### src/rtl/serial_subtractor.sv
`default_nettype none
// ============================================================================
// Module      : serial_subtractor
// Description : Bit-serial W-bit subtractor, diff = a - b (mod 2^W), LSB
//               first. One full-subtractor cell and a borrow flip-flop are
//               reused over W cycles. Optional signed-overflow output is
//               enabled by defining SERIAL_SUB_OVF_EN.
// Revision    : 1.0 - initial release
// ============================================================================
module serial_subtractor #(
  parameter int W = 8
) (
  input  logic         clk,
  input  logic         rst_n,
  input  logic         start,
  input  logic [W-1:0] a,
  input  logic [W-1:0] b,
  output logic         busy,
  output logic         done,
  output logic [W-1:0] diff,
  output logic         borrow
`ifdef SERIAL_SUB_OVF_EN
  ,
  output logic         ovf
`endif
);

  localparam int CW = $clog2(W);
  localparam logic [CW-1:0] LAST = CW'(W - 1);

  typedef enum logic [1:0] {
    IDLE = 2'd0,
    RUN  = 2'd1,
    DONE = 2'd2
  } state_t;

  state_t state, state_nxt;

  logic [W-1:0]  a_sr;
  logic [W-1:0]  b_sr;
  logic [W-2:0]  diff_sr;    // upper result bits collected so far
  logic [W-1:0]  diff_nxt;   // result word after this cycle's bit is inserted
  logic [CW-1:0] count;
  logic          bin;
  logic          ai, bi, d, bout;
  logic          accept;
  logic          last;

`ifdef SERIAL_SUB_OVF_EN
  logic a_msb;
  logic b_msb;
`endif

  // Full-subtractor cell on the current operand LSBs
  always_comb begin
    ai       = a_sr[0];
    bi       = b_sr[0];
    d        = ai ^ bi ^ bin;
    bout     = (~ai & bi) | (~(ai ^ bi) & bin);
    diff_nxt = {d, diff_sr};
    last     = (count == LAST);
  end

  // State register
  always_ff @(posedge clk or negedge rst_n) begin
    if (!rst_n) state <= IDLE;
    else        state <= state_nxt;
  end

  // Next-state, status outputs and start acceptance
  always_comb begin
    state_nxt = state;
    busy      = 1'b0;
    done      = 1'b0;
    accept    = 1'b0;
    case (state)
      IDLE: begin
        if (start) begin
          accept    = 1'b1;
          state_nxt = RUN;
        end
      end
      RUN: begin
        busy = 1'b1;
        if (last) state_nxt = DONE;
      end
      DONE: begin
        done = 1'b1;
        if (start) begin
          accept    = 1'b1;
          state_nxt = RUN;
        end else begin
          state_nxt = IDLE;
        end
      end
      default: state_nxt = IDLE;
    endcase
  end

  // Operand shift registers, borrow FF, bit counter and result registers
  always_ff @(posedge clk or negedge rst_n) begin
    if (!rst_n) begin
      a_sr    <= '0;
      b_sr    <= '0;
      diff_sr <= '0;
      count   <= '0;
      bin     <= 1'b0;
      diff    <= '0;
      borrow  <= 1'b0;
    end else if (accept) begin
      a_sr    <= a;
      b_sr    <= b;
      count   <= '0;
      bin     <= 1'b0;
      diff    <= '0;
      borrow  <= 1'b0;
    end else if (busy) begin
      a_sr    <= {1'b0, a_sr[W-1:1]};
      b_sr    <= {1'b0, b_sr[W-1:1]};
      diff_sr <= diff_nxt[W-1:1];
      bin     <= bout;
      count   <= count + CW'(1);
      if (last) begin
        diff   <= diff_nxt;
        borrow <= bout;
      end
    end
  end

`ifdef SERIAL_SUB_OVF_EN
  // Signed overflow from captured operand MSBs and the final result MSB
  always_ff @(posedge clk or negedge rst_n) begin
    if (!rst_n) begin
      a_msb <= 1'b0;
      b_msb <= 1'b0;
      ovf   <= 1'b0;
    end else if (accept) begin
      a_msb <= a[W-1];
      b_msb <= b[W-1];
      ovf   <= 1'b0;
    end else if (busy && last) begin
      ovf   <= (a_msb ^ b_msb) & (a_msb ^ d);
    end
  end
`endif

endmodule
`default_nettype wire

### config.mk
export PLATFORM = sky130hd
export DESIGN_NAME = serial_subtractor
export DESIGN_NICKNAME = d
export VERILOG_FILES = /design/src/rtl/serial_subtractor.sv
export SDC_FILE = /design/constraint.sdc
export NUM_CORES = 1
export LEC_CHECK = 0
export BUFFER_PORTS_ARGS = -buffer_cell sky130_fd_sc_hd__buf_4
export CORE_MARGIN = 3
export CORE_UTILIZATION = 49
export CTS_CLUSTER_DIAMETER = 50
export DETAILED_ROUTE_END_ITERATION = 10
export PLACE_DENSITY_LB_ADDON = 0.05
export SYNTH_ARGS = -nofsm -noshare
export SYNTH_HDL_FRONTEND = slang
export SYNTH_SLANG_ARGS = --single-unit
### constraint.sdc
create_clock -name clk -period 1.42 [get_ports clk]
set_clock_uncertainty 0.15 [all_clocks]
set_input_delay 0.071 -clock clk [delete_from_list [all_inputs] [get_ports clk]]
set_output_delay 0.071 -clock clk [all_outputs]
set_load 0.02 [all_outputs]
# After elaboration in Yosys (flattened, before gate mapping)
# Cells that the tools add are included.
totals:
  ff_bits: 38
  latchBits: 0
  ramBits: 0
  rom_bits: 0
  input_bits: 19
  wordCells: 51
  n_memories: 0
classes:
  add_sub_neg: 1
  multipliers: 0
  n_div: 0
  magnitude_cmp: 0
  eq_ne: 5
  shift: 0
  muxes: 22
  bitwise: 8
  reduce_logical: 7
ops:
  columns: ["operator", "n"]
  rows:
  - ["$mux W8", 7]
  - ["$mux W1", 10]
  - ["$mux W3", 2]
  - ["$pmux W2 S3", 1]
  - ["$reduce_and A2 Y1", 3]
  - ["$mux W2", 2]
  - ["$ne A2 B2 Y1 const B", 2]
  - ["$reduce_bool A2 Y1", 2]
  - ["$add A3 B1 Y3 const B", 1]
  - ["$eq A3 B3 Y1 const B", 1]
  - ["$not A1 Y1", 3]
  - ["$and A1 B1 Y1", 2]
  - ["$eq A2 B1 Y1 const B", 1]
  - ["$eq A2 B2 Y1 const B", 1]
  - ["$logic_not A2 Y1", 1]
  - ["$reduce_or A2 Y1", 1]
  - ["$xor A1 B1 Y1", 2]
  - ["$or A1 B1 Y1", 1]

# Depth between registers and ports, before layout
depth:
  word_depth: 7
  mapped_depth: 6
  ltp_nobuf: 5

# Worst setup path after synthesis
# No wires, ideal clock.
synth_timing:
  path_type: "register -> register"
  start: "register count[0]"
  end: "register borrow"
  arrival_time_ns: 1.187
  required_ns: 1.145
  slack_ns: -0.042
  stages_incl_launch_ff: 7
  path_buffers: 1
  period_less_slack_ns: 1.462
  cell_sequence: "dfrtp_1 ha_1 ha_1 nor2b_1 clkbuf_1 nand3_1 nand3_1"
synth_via:
  elab_chain_len: 3
synth_lines:
  columns: ["element", "line_no", "rtl"]
  rows:
  - ["from (decl)", "43", "logic [CW-1:0] count;"]
  - ["from (signal assigned)", "122", "count <= count + CW'(1);"]
  - ["$eq A3 B3 Y1", "61", "last = (count == LAST);"]
  - ["$reduce_bool A2 Y1 (no line)", null, null]
  - ["$reduce_and A2 Y1 (no line)", null, null]
  - ["to (signal assigned)", "125", "borrow <= bout;"]
  - ["to (decl)", "21", "output logic borrow"]
# Every way passes these cells.
# A chain may end at the register's enable or synchronous reset.

# Worst setup path in the final report
layout_timing:
  start: "register a_sr[0]"
  end: "register diff[7]"
layout_via:
  elab_chain_len: 5
layout_lines:
  columns: ["element", "line_no", "rtl"]
  rows:
  - ["from (decl)", "39", "logic [W-1:0] a_sr;"]
  - ["from (signal assigned)", "118", "a_sr <= {1'b0, a_sr[W-1:1]};"]
  - ["$xor A1 B1 Y1 (2 in series)", "58", "d = ai ^ bi ^ bin;"]
  - ["$mux W8", "123", "if (last) begin"]
  - ["$mux W8", "117", "end else if (busy) begin"]
  - ["$mux W8", "110", "end else if (accept) begin"]
  - ["to (signal assigned)", "124", "diff <= diff_nxt;"]
  - ["to (decl)", "20", "output logic [W-1:0] diff,"]
# Every way passes these cells. The select of a mux whose other input is x is not followed.

==> results.py <==
metrics = {
    "outcome": {
        "violations": "setup timing",
        "status": "complete, but fails checks",
    },
    "routing": {
        "drt-initial-drc-count": 55,
        "vias": 1435,
        "ant_nets": 0,
        "vias_per_cell": 5.28,
        "dr.pass1.iters": 4,
        "wl_per_cell_um": 13.8,
        "drc_errors": 0,
        "finalWirelength_mm": 3.75,
    },
    "clock_tree": {
        "cts.path.max_buffers": 2,
        "insertion_delay_ns": 0.35,
        "clk_pin_slew_ns": 0.11,
        "cts_root_buffer": "clkbuf_4",
        "cts.sinks": 38,
        "cts_made_buffers": 5,
        "cts_tree": "done",
        "h-tree-depth": 2,
    },
    "sta": {
        "slew_violations": 0,
        "period_needed_ns": 1.43,
        "worst_slack_ns": -0.0102,
        "grt_setup_unrepaired": "true",
        "fin_crit_sh": 1.01,
        "fin_hold_ws_ns": 0.0486,
        "fmax_mhz": 699,
        "tightest_slew_ns": 0.465,
        "hold_viol": 0,
        "setup_violations": 1,
        "slew_headroom": 0.690,
    },
    "setup_path": {
        "worst_setup_path_start_kind": "flip-flop",
        "crit_start": "a_sr[0]",
        "path_class": "reg2reg",
        "r2r-start": "a_sr[0]",
        "critPathMaxFanout": 2,
        "arrival_ns": 1.54,
        "r2r_slack_ns": -0.01,
        "end_kind": "flip-flop",
        "r2r-end": "diff[7]",
        "crit_required_ns": 1.53,
        "rr_worst_depth": 3,
    },
    "yosys": {
        "netlist_top_cells_area": "dfrtp_1 (56%), nand3_1 (7.3%), o22ai_1 (4.8%)",
        "yosysSeqAreaShare": 0.558,
        "yosys.area.top_type_share": 0.558,
        "synth-edff-count": 0,
        "synthArstFlopShare": 1.00,
        "yosysMostFrequentCell": "dfrtp_1",
        "syn_avg_cell_area_um2": 10.5,
        "synth_common_cells": "dfrtp_1 (38), nand3_1 (25), inv_1 (15), a21oi_1 (14)",
        "synth_flop_cell": "dfrtp_1",
        "ys_ff_latch": 38,
        "synthDistinctLibCells": 24,
        "yosysWarningCount": 0,
        "syn_area_um2": 1700,
        "synth_cells": 162,
        "synth.largest_area_cell": "dfrtp_1",
        "synth_nets": 184,
    },
    "floorplan": {
        "die_area_um2": 4220,
        "io_pins": 30,
        "die_h_um": 65.0,
        "start_util": 0.536,
        "die_w_um": 65.0,
        "fp.coreArea_um2": 3180,
        "num_rows": 20,
    },
    "pwr": {
        "powerDensity_nw_per_um2": 2030,
        "peakVddDrop_mv": 1.10,
        "power_mw": 4.99,
        "leakage_nw": 1.17,
    },
    "placement": {
        "dpl.hpwl_mm": 2.34,
        "io_buffers": 29,
        "placed_cells": 239,
        "globalplace.congestion": 0.742,
    },
    "finish": {
        "antenna_cells": 0,
        "area_growth_pct": 44.2,
        "finalNonFillerCells": 272,
        "drive_above_1_share": 0.368,
        "design.final.nets": 249,
    },
    "grt": {
        "grtUsageTotal": 0.183,
        "globalRouteOverflowTotal": 0,
        "antenna_found_initial": 0,
        "grt_first_pass_wirelength_mm": 5.95,
        "grt_max_degree": 39,
        "grt_pass1_vias": 1387,
    },
    "job": {
        "cap_violations": 0,
    },
    "min_path": {
        "min_path_type": "in2async",
    },
}
[flip-flops by register name (all words and copies together) (netlist names)]
register / flops
a_sr: 8
b_sr: 8
diff_sr: 7
diff: 8
borrow: 1
bin: 1
state: 2
count: 3
[placed cells by master (no fill, tap or decap)]
cell type	count
a211oi_1	1
a21o_1	1
a21oi_1	14
a22o_1	2
and2_1	1
buf_12	1
buf_4	41
buf_6	9
clkbuf_1	1
clkbuf_4	5
clkbuf_8	1
clkinv_2	1
dfrtp_1	36
dfrtp_2	2
dlygate4sd3_1	18
fa_1	1
ha_2	1
ha_4	1
inv_1	14
inv_4	1
mux2_2	7
mux2i_1	4
nand2_1	13
nand2b_4	3
nand3_1	23
nand3_2	2
nor2_4	1
nor2b_1	2
nor2b_4	2
o21ai_0	4
o21ai_1	1
o22ai_1	8
o22ai_2	5
o311ai_2	1
[worst max-delay path, stage by stage (launching register included)]
cell      delay, ns
dfrtp_1        0.34
inv_1          0.07
fa_1           0.53
o311ai_2       0.24
[logic make-up after synthesis]
| kind of cell | Yosys count | share of synthesized area |
|---|---|---|
| flip-flops | 38 | 0.558 |
| AND/OR/NAND/NOR | 47 | 0.140 |
| AO/OA/AOI/OAI | 37 | 0.128 |
| multiplexers | 11 | 0.0698 |
| buffers and inverters | 26 | 0.0779 |
| adder cells (fa/ha/maj) | 3 | 0.0264 |
[repair_timing]
item                                    in CTS  in global routing
pin swaps                                    1                  1
endpoints found under the hold margin       55                  0
hold buffers                                18                  0
endpoints found under the setup margin      11                 26
gates resized for setup                      9                 26
setup buffers                                4                  4
[layout make-up]
cell class,count,area (um2)
Fill cell,221,723
Clock inverter,1,5.00
Multi-Input combinational cell,98,718
Tap cell,44,55.1
Clock buffer,7,55.1
Timing Repair Buffer,69,609
Sequential cell,38,953
Inverter,15,58.8
[worst max path at each step]
| stage | to | slack [ns] | cells past startpoint |
|---|---|---|---|
| global route | diff[6] | -0.06 | 5 |
| global placement | diff[3] | -0.11 | 5 |
| floorplan | borrow | 0.008 | 6 |
| detailed placement | diff[5] | -0.20 | 5 |
| finish | diff[7] | -0.01 | 3 |
| CTS | done | -0.02 | 3 |
[power breakdown]
group          internal, mW  leakage, nW  switching (mW)
combinational          1.28        0.669            1.16
sequential             1.59        0.466           0.366
clock                 0.240       0.0353           0.356
[stage by stage]
step	TNS (ns)	setup WS, ns	util	cell area (um2)
floorplan	0	0.00771	-	1710
global placement	-0.899	-0.113	0.634	2010
detailed placement	-1.38	-0.199	0.634	2010
CTS	-0.0202	-0.0152	0.727	2310
global route	-0.464	-0.0581	0.772	2450
finish	-0.0102	-0.0102	0.772	2450
[routing by layer]
| metal | up-vias | GRT usage | routed length (um) |
|---|---|---|---|
| li1 | 693 | - | - |
| met1 | 696 | 0.206 | 1550 |
| met2 | 39 | 0.331 | 1980 |
| met3 | 7 | 0.0433 | 168 |
| met4 | 0 | 0.0712 | 56 |
| met5 | - | 0 | 0 |
Note: power is estimated with default switching activity, not from simulation.
